`src/rtl/alu_operand_skid_if.sv`:
```
// Handshake and operand bundle between an upstream producer, the operand
// skid buffer and the downstream four-input mux stage.
interface alu_operand_skid_if #(
  parameter int INPUT_LENGTH = 8
) ();

  // Upstream side
  logic                    in_valid;
  logic                    in_ready;
  logic [INPUT_LENGTH-1:0] in_a;
  logic [INPUT_LENGTH-1:0] in_b;
  logic [INPUT_LENGTH-1:0] in_c;
  logic [INPUT_LENGTH-1:0] in_d;
  logic [1:0]              in_sel;

  // Downstream side
  logic                    out_valid;
  logic                    out_ready;
  logic [INPUT_LENGTH-1:0] out_a;
  logic [INPUT_LENGTH-1:0] out_b;
  logic [INPUT_LENGTH-1:0] out_c;
  logic [INPUT_LENGTH-1:0] out_d;
  logic [1:0]              out_sel;

  logic [1:0]              occupancy;

  // View seen by the skid buffer itself
  modport slave (
    input  in_valid, in_a, in_b, in_c, in_d, in_sel, out_ready,
    output in_ready, out_valid, out_a, out_b, out_c, out_d, out_sel, occupancy
  );

  // View seen by the environment driving and consuming the buffer
  modport master (
    output in_valid, in_a, in_b, in_c, in_d, in_sel, out_ready,
    input  in_ready, out_valid, out_a, out_b, out_c, out_d, out_sel, occupancy
  );

endinterface

```
`src/rtl/alu_operand_skid.sv`:
```
// Two-entry skid buffer registering the operand set {a, b, c, d, sel} in front
// of a four-input mux; handshake outputs are pure functions of state.
module alu_operand_skid #(
  parameter int INPUT_LENGTH = 8
) (
  input logic                clk,
  input logic                rst_n,
  alu_operand_skid_if.slave  bus
);

  typedef struct packed {
    logic [INPUT_LENGTH-1:0] a;
    logic [INPUT_LENGTH-1:0] b;
    logic [INPUT_LENGTH-1:0] c;
    logic [INPUT_LENGTH-1:0] d;
    logic [1:0]              sel;
  } entry_t;

  typedef enum logic [1:0] {
    EMPTY = 2'd0,
    BUSY  = 2'd1,
    FULL  = 2'd2
  } state_t;

  state_t state_q;
  state_t state_d;

  entry_t main_q;
  entry_t skid_q;
  entry_t in_entry;

  logic in_fire;
  logic out_fire;
  logic load_main;
  logic load_skid;
  logic main_from_skid;

  assign in_entry = '{a: bus.in_a, b: bus.in_b, c: bus.in_c, d: bus.in_d, sel: bus.in_sel};

  // Handshake outputs depend on registered state only, so no combinational
  // path runs from in_valid or out_ready through this block.
  assign bus.in_ready  = (state_q != FULL);
  assign bus.out_valid = (state_q != EMPTY);

  assign in_fire  = bus.in_valid & bus.in_ready;
  assign out_fire = bus.out_valid & bus.out_ready;

  // NOTE: every signal written here gets a default first, so no path through
  // the case can leave one unassigned and infer a latch.
  always_comb begin
    state_d        = state_q;
    load_main      = 1'b0;
    load_skid      = 1'b0;
    main_from_skid = 1'b0;
    case (state_q)
      EMPTY: begin
        if (in_fire) begin
          load_main = 1'b1;
          state_d   = BUSY;
        end
      end
      BUSY: begin
        if (in_fire && out_fire) begin
          load_main = 1'b1;
        end else if (in_fire) begin
          load_skid = 1'b1;
          state_d   = FULL;
        end else if (out_fire) begin
          // Main keeps its stale contents; out_valid=0 masks them.
          state_d = EMPTY;
        end
      end
      FULL: begin
        if (out_fire) begin
          main_from_skid = 1'b1;
          state_d        = BUSY;
        end
      end
      default: state_d = EMPTY;
    endcase
  end

  // NOTE: sequential state uses non-blocking assignments so every register
  // samples the pre-edge values regardless of block evaluation order.
  always_ff @(posedge clk or negedge rst_n) begin
    if (!rst_n) begin
      state_q <= EMPTY;
    end else begin
      state_q <= state_d;
    end
  end

  // NOTE: the operand registers are reset too, because out_sel and the
  // operands must read zero while reset is asserted, not just out_valid.
  always_ff @(posedge clk or negedge rst_n) begin
    if (!rst_n) begin
      main_q <= '0;
    end else if (load_main) begin
      main_q <= in_entry;
    end else if (main_from_skid) begin
      main_q <= skid_q;
    end
  end

  always_ff @(posedge clk or negedge rst_n) begin
    if (!rst_n) begin
      skid_q <= '0;
    end else if (load_skid) begin
      skid_q <= in_entry;
    end
  end

  always_comb begin
    bus.occupancy = 2'd0;
    case (state_q)
      EMPTY:   bus.occupancy = 2'd0;
      BUSY:    bus.occupancy = 2'd1;
      FULL:    bus.occupancy = 2'd2;
      default: bus.occupancy = 2'd0;
    endcase
  end

  assign bus.out_a   = main_q.a;
  assign bus.out_b   = main_q.b;
  assign bus.out_c   = main_q.c;
  assign bus.out_d   = main_q.d;
  assign bus.out_sel = main_q.sel;

endmodule

```
`src/flat_wrapper.sv`:
```
// flat-port wrapper written by rule: the top's interface ports become plain ports
module alu_operand_skid_flat 
#(
  parameter int INPUT_LENGTH = 8
)
  (clk, rst_n, bus_in_valid, bus_in_a, bus_in_b, bus_in_c, bus_in_d, bus_in_sel, bus_out_ready, bus_in_ready, bus_out_valid, bus_out_a, bus_out_b, bus_out_c, bus_out_d, bus_out_sel, bus_occupancy);
  alu_operand_skid_if #(.INPUT_LENGTH(INPUT_LENGTH)) bus_i ();
  input logic clk;
  input logic rst_n;
  input wire logic [$bits(bus_i.in_valid)-1:0] bus_in_valid;
  input wire logic [$bits(bus_i.in_a)-1:0] bus_in_a;
  input wire logic [$bits(bus_i.in_b)-1:0] bus_in_b;
  input wire logic [$bits(bus_i.in_c)-1:0] bus_in_c;
  input wire logic [$bits(bus_i.in_d)-1:0] bus_in_d;
  input wire logic [$bits(bus_i.in_sel)-1:0] bus_in_sel;
  input wire logic [$bits(bus_i.out_ready)-1:0] bus_out_ready;
  output wire logic [$bits(bus_i.in_ready)-1:0] bus_in_ready;
  output wire logic [$bits(bus_i.out_valid)-1:0] bus_out_valid;
  output wire logic [$bits(bus_i.out_a)-1:0] bus_out_a;
  output wire logic [$bits(bus_i.out_b)-1:0] bus_out_b;
  output wire logic [$bits(bus_i.out_c)-1:0] bus_out_c;
  output wire logic [$bits(bus_i.out_d)-1:0] bus_out_d;
  output wire logic [$bits(bus_i.out_sel)-1:0] bus_out_sel;
  output wire logic [$bits(bus_i.occupancy)-1:0] bus_occupancy;
  assign bus_i.in_valid = bus_in_valid;
  assign bus_i.in_a = bus_in_a;
  assign bus_i.in_b = bus_in_b;
  assign bus_i.in_c = bus_in_c;
  assign bus_i.in_d = bus_in_d;
  assign bus_i.in_sel = bus_in_sel;
  assign bus_i.out_ready = bus_out_ready;
  assign bus_in_ready = bus_i.in_ready;
  assign bus_out_valid = bus_i.out_valid;
  assign bus_out_a = bus_i.out_a;
  assign bus_out_b = bus_i.out_b;
  assign bus_out_c = bus_i.out_c;
  assign bus_out_d = bus_i.out_d;
  assign bus_out_sel = bus_i.out_sel;
  assign bus_occupancy = bus_i.occupancy;
  alu_operand_skid #(.INPUT_LENGTH(INPUT_LENGTH)) u_core (.clk(clk), .rst_n(rst_n), .bus(bus_i));
endmodule
```
`config.mk`:
```
export PLATFORM = sky130hd
export DESIGN_NAME = alu_operand_skid_flat
export DESIGN_NICKNAME = d
export VERILOG_FILES = /design/src/rtl/alu_operand_skid_if.sv /design/src/rtl/alu_operand_skid.sv /design/src/flat_wrapper.sv
export SDC_FILE = /design/constraint.sdc
export NUM_CORES = 1
export LEC_CHECK = 0
export ABC_CLOCK_PERIOD_IN_PS = 1750
export CAP_MARGIN = 25
export CORE_ASPECT_RATIO = 1.2
export CORE_MARGIN = 2
export CORE_UTILIZATION = 45
export CTS_CLUSTER_DIAMETER = 120
export CTS_CLUSTER_SIZE = 14
export DETAILED_ROUTE_END_ITERATION = 8
export PLACE_DENSITY = 0.76
export SYNTH_ARGS = -nofsm -noshare
export SYNTH_HDL_FRONTEND = slang
export SYNTH_SLANG_ARGS = --single-unit
```
`constraint.sdc`:
```
create_clock -name clk -period 1.75 [get_ports clk]
set_input_delay 0.4375 -clock clk [delete_from_list [all_inputs] [get_ports clk]]
set_output_delay 0.4375 -clock clk [all_outputs]
set_load 0.05 [all_outputs]
```
**Word level (Yosys, flattened, before mapping)**

Cells that the tools add are included.

- Bits in registers: 70
- Output and inout bits: 38
- Input port bits: 38

- Bitwise operators: 2
- Reduce and logical (&&, ||, !) cells: 5
- Muxes and demuxes: 16
- Equality and inequality tests: 7

Operator list:

| kind | count |
|---|---|
| $mux W34 | 2 |
| $mux W2 | 5 |
| $mux W1 | 6 |
| $pmux W2 S3 | 1 |
| $ne A2 B1 Y1 const B | 2 |
| $ne A2 B2 Y1 const B | 2 |
| $pmux W2 S2 | 1 |
| $reduce_and A4 Y1 | 1 |
| $reduce_bool A2 Y1 | 2 |
| $ne A3 B1 Y1 const B | 1 |
| $and A1 B1 Y1 | 2 |
| $eq A2 B1 Y1 const B | 1 |
| $eq A2 B2 Y1 const B | 1 |
| $logic_not A2 Y1 | 1 |
| $pmux W1 S2 | 1 |
| $logic_and A1 B1 Y1 | 1 |

**Longest topological paths before layout**

Gate-level depths: netlist of the first run.

- Depth in word-level cells: 6
- Mapped depth: 6

**Worst setup path before layout of the first run**

No wires, ideal clock.

- Path type: register -> output
- From: reg u_core.state_q[1]
- To: out bus_occupancy[1]
- Data arrival time: 1.782 ns
- Stages on the path, launching flop included: 6
- Slack: -0.469 ns
- Cell sequence: dfrtp_1 -> buf_2 -> nand2b_1 -> buf_2 -> clkbuf_1 -> inv_1

- Cells in the longest elaborated chain, start to end: 2
- Elaborated cells on any way between the ends: 3

RTL lines:

| item | line | RTL |
|---|---|---|
| start, declared | alu_operand_skid.sv:25 | `state_t state_q;` |
| start signal, assigned | alu_operand_skid.sv:89 | `state_q <= state_d;` |
| $eq A2 B2 Y1 / $eq A2 B1 Y1 (equally long branches) | alu_operand_skid.sv:115 | `case (state_q)` |
| $pmux W2 S2 (*) | alu_operand_skid.sv:115 |  |
| end, declared | flat_wrapper.sv:24 | `output wire logic [$bits(bus_i.occupancy)-1:0] bus_occupancy;` |

Mark *: on every way between the ends. The rest lies on a longest branch, timed or not.

**Final worst setup path of the first run**

- From: reg u_core.state_q[1]
- To: out bus_out_valid

- Cells in the longest elaborated chain, start to end: 1

RTL lines:

| item | line | RTL |
|---|---|---|
| $reduce_bool A2 Y1 | alu_operand_skid.sv:43 | `assign bus.out_valid = (state_q != EMPTY);` |
| end, declared | flat_wrapper.sv:18 | `output wire logic [$bits(bus_i.out_valid)-1:0] bus_out_valid;` |

No other way between the ends.

==> results of run 1 <==
==> final timing paths <==
path | end | slack [ns] | depth (start not counted) | start
worst max-delay path | bus_out_valid | -0.01 | 3 | u_core.state_q[1]$_DFFE_PN0P_
max in group asynchronous | u_core.state_q[0]$_DFFE_PN0P_ | 1.32 | 2 | rst_n
worst max register to register | u_core.bus.out_d[7]$_DFFE_PN0P_ | 0.15 | 6 | u_core.state_q[1]$_DFFE_PN0P_
worst min-delay path | u_core.bus.out_a[4]$_DFFE_PN0P_ | 0.09 | 2 | rst_n
worst min register to register | u_core.skid_q[31]$_DFFE_PN0P_ | 0.48 | 1 | u_core.skid_q[31]$_DFFE_PN0P_
min in group clk | u_core.skid_q[31]$_DFFE_PN0P_ | 0.48 | 1 | u_core.skid_q[31]$_DFFE_PN0P_
==> cells in the mapped netlist, types with 2 or more instances <==
| cell | n | area share (%) |
|---|---|---|
| nand2b_1 | 33 | 6.2 |
| dfrtp_1 | 70 | 53 |
| mux2_2 | 29 | 9.8 |
| nor3_1 | 2 | 0.30 |
| o221a_2 | 32 | 11 |
| or2_2 | 2 | 0.38 |
| clkbuf_1 | 15 | 1.7 |
| buf_6 | 4 | 1.4 |
| nand3b_1 | 3 | 0.68 |
| mux2i_1 | 4 | 1.2 |
| nor2b_1 | 2 | 0.38 |
| a21oi_1 | 3 | 0.45 |
| buf_2 | 6 | 0.91 |
| mux2_1 | 5 | 1.7 |
| o32a_1 | 32 | 9.7 |
==> logic make-up after synthesis <==
group / after synthesis / share of synthesized area [%]
DFF: 70 / 52.8
AOI/OAI and AO/OA: 69 / 21.3
and+or+nand+nor: 44 / 8.94
muxes: 38 / 12.7
buffers and inverters: 27 / 4.19
==> layer usage <==
layer | track usage [%] | share of wire (%) | up-vias
li1 | - | - | 1150
met1 | 26.3 | 42 | 1291
met2 | 35.4 | 52 | 71
met3 | 2.31 | 4.3 | 8
met4 | 10.1 | 1.3 | 0
met5 | 0 | 0 | -
==> registers in the layout (all words and copies together), names as in the netlist <==
register / cells
u_core.state_q: 2
u_core.bus.out_a: 8
u_core.skid_q: 34
u_core.bus.out_sel: 2
u_core.bus.out_d: 8
u_core.bus.out_b: 8
u_core.bus.out_c: 8
==> layout make-up <==
class,count,area share [%]
sequential,70,39.0
multi-input combinational,151,32.2
tap,90,2.50
clock inverter,7,2.70
clock buffer,9,2.75
timing repair buffer,101,20.8
inverter,1,0.0834
==> metrics by stage <==
| step | utilization (%) | worst slack, ns | power, mW | setup TNS [ns] |
|---|---|---|---|---|
| 2_1_floorplan | - | -0.0796 | 4.30 | -0.0796 |
| 3_3_place_gp | 58.5 | -0.271 | 5.14 | -17.24 |
| 3_5_place_dp | 58.5 | -0.299 | 5.21 | -18.76 |
| 4_1_cts | 62.2 | -0.0289 | 6.84 | -0.0561 |
| 5_1_grt | 62.6 | -0.0359 | 7.12 | -0.0379 |
| 6_report | 62.6 | -0.0110 | 6.81 | -0.0110 |
==> power by group <==
group | total, mW | leakage (nW) | internal [mW] | switching, mW
clock | 1.59 | 0.112 | 0.951 | 0.642
combinational | 2.75 | 0.920 | 1.22 | 1.53
sequential | 2.47 | 0.805 | 2.17 | 0.300
total | 6.81 | 1.84 | 4.34 | 2.47
==> timing repair <==
item / CTS / global route
setup endpoints to repair: 2 / 32
gates resized for setup: 5 / 4
setup buffers: 1 / 2
cloned: 0 / 0
==> flow_metrics.py, run 1 <==
metrics = {
    "finish": {
        "multi_input_area_mm2": 0.00145,
        "nets": 372,
        "drive_above_1_share_pct": 44.5,
        "final_common_cell": "dfrtp_1",
        "most-common-layout-cells": "68 x dfrtp_1, 55 x buf_4, 35 x clkdlybuf4s50_1",
        "area_delta_synth_final_pct": 35.6,
        "fill_cells": 558,
        "final_cell_area_mm2": 0.00450,
        "instances_no_fill": 429,
        "seqCellArea_mm2": 0.00175,
        "insertedDiodeCount": 0,
    },
    "synth": {
        "synth-edff-count": 0,
        "async_flop_share_pct": 100,
        "ys_types": 21,
        "ys_warn_count": 0,
        "synth.cell_area_mm2": 0.00332,
        "synth_seq_cells": 70,
        "syn_inst": 248,
        "syn-mean-instance-area_um2": 13.4,
        "yosysSeqAreaShare_pct": 52.8,
        "ys.flop_type": "dfrtp_1",
        "syn-num-nets": 286,
    },
    "detailed_routing": {
        "wl_per_cell_um": 18.5,
        "drt_iter0_markers": 117,
        "first_pass_iters": 4,
        "vias": 2520,
        "ant_nets": 0,
        "via_per_inst": 5.87,
        "drc": 0,
        "wl_mm": 7.94,
    },
    "job": {
        "max_cap_violations": 0,
    },
    "clock_tree": {
        "clock_path_buffers": 2,
        "clkTransAtPathRegs_ns": 0.08,
        "cts_sinks": 70,
        "clock_latency_ns": 0.35,
        "ctsHtreeMaxLevel": 3,
        "cts_tree": "built",
        "cts_hold_buf": 0,
        "root_buffer": "clkbuf_8",
        "cts_buffers": 9,
    },
    "placement": {
        "hpwl_mm": 5.26,
        "place.gp.congestion": 0.744,
        "dp_cells": 410,
        "io_buffers": 75,
        "place_area_mm2": 0.00420,
    },
    "global_route": {
        "track_usage_pct": 21.0,
        "grt_max_degree": 71,
        "grt_pass1_vias": 2670,
        "grt_pass1_wl_mm": 13.0,
        "antenna_found_initial": 0,
        "globalRouteOverflowTotal": 0,
    },
    "timing": {
        "timing.fmax_mhz": 568,
        "tightest_slew_ns": 0.394,
        "whs_ns": 0.0940,
        "timing.final.crit_share_pct": 101,
        "finalSetupViolCount": 1,
        "finalHoldViolCount": 0,
        "drv_slew": 0,
        "clock_skew_ns": 0.0106,
        "slew_headroom_pct": 73.7,
        "period_minus_slack_ns": 1.76,
        "setup_ws_ns": -0.0110,
        "grt_setup_unrepaired": "true",
    },
    "die": {
        "die_y_um": 98.1,
        "num_rows": 34,
        "pin_count": 76,
        "die_x_um": 82.4,
        "die_area_mm2": 0.00808,
        "start_util_pct": 46.1,
        "core_mm2": 0.00719,
    },
    "run_status": {
        "violations": "negative setup slack",
        "status": "finished, violations left",
    },
    "critical_path": {
        "worstPathArrival_ns": 1.32,
        "required_ns": 1.31,
        "start_kind": "flip-flop",
        "crit_fanout": 6,
        "critPathTopFamily": "flip-flops",
        "crit_path_end_kind": "output port",
        "cp_cell_sequence": "buf_6 > or2_4 > buf_12",
        "crit_type": "reg -> out",
        "crit_path_top_delay_cell": "dfrtp_2",
        "max_stage_delay_ns": 0.45,
        "crit_buf_inv": 2,
    },
    "pwr": {
        "powerDensity_mw_per_mm2": 1510,
        "p_leak_nw": 1.84,
        "vdd_drop_max_mv": 0.794,
    },
    "hold_path": {
        "min_path_type": "in -> async",
    },
}
Power figures use the tool's default switching activity.
==> run 2: changes to the inputs <==
- GPL_TIMING_DRIVEN: not set -> 1
==> results of run 2 <==
Final layout, timing and power as in run 1 (identical DEF).
==> run 3: changes to the inputs <==
- CORE_UTILIZATION: 45 -> 47
- CTS_BUF_LIST: not set -> sky130_fd_sc_hd__clkbuf_4
- PLACE_DENSITY: 0.76 -> 0.79
==> flow_metrics.py, run 3 (synthesis gave the netlist of run 1 again) <==
metrics = {
    "die": {
        "die_x_um": 80.7,
        "start_util_pct": 48.4,
        "die_area_mm2": 0.00775,
        "die_y_um": 96.0,
        "pin_count": 76,
        "core_mm2": 0.00685,
        "num_rows": 33,
    },
    "run_status": {
        "status": "finished, violations left",
        "violations": "negative setup slack",
    },
    "finish": {
        "insertedDiodeCount": 0,
        "fill_cells": 543,
        "most-common-layout-cells": "69 x dfrtp_1, 58 x buf_4, 35 x clkdlybuf4s50_1",
        "area_delta_synth_final_pct": 31.8,
        "largest_reg_flops": 34,
        "instances_no_fill": 429,
        "post-route-util_pct": 63.8,
        "top_register": "u_core.skid_q",
        "drive_above_1_share_pct": 45.0,
        "nets": 375,
        "final_common_cell": "dfrtp_1",
    },
    "clock_tree": {
        "cts_sinks": 70,
        "root_buffer": "clkbuf_4",
        "cts_hold_buf": 0,
        "cts_buffers": 9,
        "ctsHtreeMaxLevel": 3,
        "clock_latency_ns": 0.42,
        "clock_path_buffers": 2,
        "clkTransAtPathRegs_ns": 0.13,
        "cts_tree": "built",
    },
    "critical_path": {
        "start_kind": "flip-flop",
        "required_ns": 1.31,
        "crit_path_top_delay_cell": "dfrtp_1",
        "crit_type": "reg -> out",
        "crit_buf_inv": 2,
        "crit_fanout": 4,
        "worstPathArrival_ns": 1.33,
        "reg2reg_depth": 5,
        "max_stage_delay_ns": 0.40,
        "critPathTopFamily": "flip-flops",
        "cp.depth": 3,
        "cp_cell_sequence": "buf_6 > or2_4 > buf_12",
        "crit_path_end_kind": "output port",
    },
    "global_route": {
        "grt_pass1_wl_mm": 12.4,
        "antenna_found_initial": 0,
        "grt_pass1_vias": 2537,
        "grt_max_degree": 71,
        "globalRouteOverflowTotal": 0,
        "track_usage_pct": 21.1,
    },
    "placement": {
        "place.gp.congestion": 0.734,
        "hpwl_mm": 5.05,
        "io_buffers": 75,
        "pre_cts_ws_ns": -0.307,
        "dp_cells": 406,
    },
    "timing": {
        "setup_ws_ns": -0.0208,
        "finalHoldViolCount": 0,
        "slew_headroom_pct": 74.6,
        "timing.fmax_mhz": 565,
        "finalSetupViolCount": 1,
        "period_minus_slack_ns": 1.77,
        "tightest_slew_ns": 0.382,
        "drv_slew": 0,
        "timing.final.crit_share_pct": 101,
        "clock_skew_ns": 0.0165,
        "grt_setup_unrepaired": "true",
    },
    "pwr": {
        "vdd_drop_max_mv": 0.794,
        "p_leak_nw": 1.79,
        "powerDensity_mw_per_mm2": 1400,
    },
    "detailed_routing": {
        "drc": 0,
        "ant_nets": 0,
        "vias": 2522,
        "drt_iter0_markers": 152,
        "wl_mm": 7.68,
        "first_pass_iters": 4,
        "via_per_inst": 5.88,
        "wl_per_cell_um": 17.9,
    },
    "hold_path": {
        "min_path_type": "in -> async",
    },
    "job": {
        "max_cap_violations": 0,
    },
}
run 3: changes by cell type in the layout (fill, tap and decap cells not counted), moves of 2 or more:
cell | before | now
clkbuf_4 | 0 | 9
clkbuf_8 | 9 | 0
buf_4 | 55 | 58
bufinv_16 | 3 | 0
clkinv_4 | 0 | 3
clkinv_2 | 0 | 2
run 3: path summary, 6_finish.rpt:
path,from,endpoint,slack (ns)
min reg2reg,u_core.skid_q[3]$_DFFE_PN0P_,u_core.skid_q[3]$_DFFE_PN0P_,0.49
max,u_core.state_q[1]$_DFFE_PN0P_,bus_out_valid,-0.02
max in group asynchronous,rst_n,u_core.bus.out_d[6]$_DFFE_PN0P_,1.41
max reg2reg,u_core.state_q[1]$_DFFE_PN0P_,u_core.skid_q[30]$_DFFE_PN0P_,0.12
min in group clk,u_core.skid_q[3]$_DFFE_PN0P_,u_core.skid_q[3]$_DFFE_PN0P_,0.49
min,rst_n,u_core.bus.out_b[7]$_DFFE_PN0P_,0.01
run 3: report_power, final:
| group | internal [mW] | switching (mW) |
|---|---|---|
| clock | 0.293 | 0.611 |
| sequential | 2.16 | 0.284 |
| combinational | 1.22 | 1.53 |
| total | 3.68 | 2.42 |
run 3: timing repair:
item / in CTS / in global routing
buffers inserted: 5 / 2
setup endpoints to repair: 4 / 4
gates resized for setup: 6 / 1
run 3: per-layer routing:
metal | vias up | wire length (um) | global-route usage (%)
met3 | 10 | 356 | 3.38
met5 | - | 0 | 0
li1 | 1153 | - | -
met2 | 64 | 3910 | 36.9
met4 | 0 | 131 | 9.60
met1 | 1295 | 3290 | 25.3
run 3: per-stage QoR:
step	total power, mW	hold slack (ns)	instance area, um^2	setup TNS [ns]
3_3_place_gp	5.10	0.459	4180	-15.81
3_5_place_dp	5.18	0.467	4180	-17.79
6_report	6.10	0.0137	4370	-0.0208
2_1_floorplan	4.30	0.142	3330	-0.0796
4_1_cts	6.13	0.0203	4350	-0.0562
5_1_grt	6.42	0.0341	4370	-0.120
run 3: area by class of cell:
class	count	area [um^2]	area share (%)
clock inverter	7	51.3	1.17
clock buffer	9	67.6	1.55
inverter	1	3.75	0.0858
tap	87	109	2.49
multi-input combinational	151	1450	33.1
timing repair buffer	104	941	21.5
sequential	70	1750	40.1
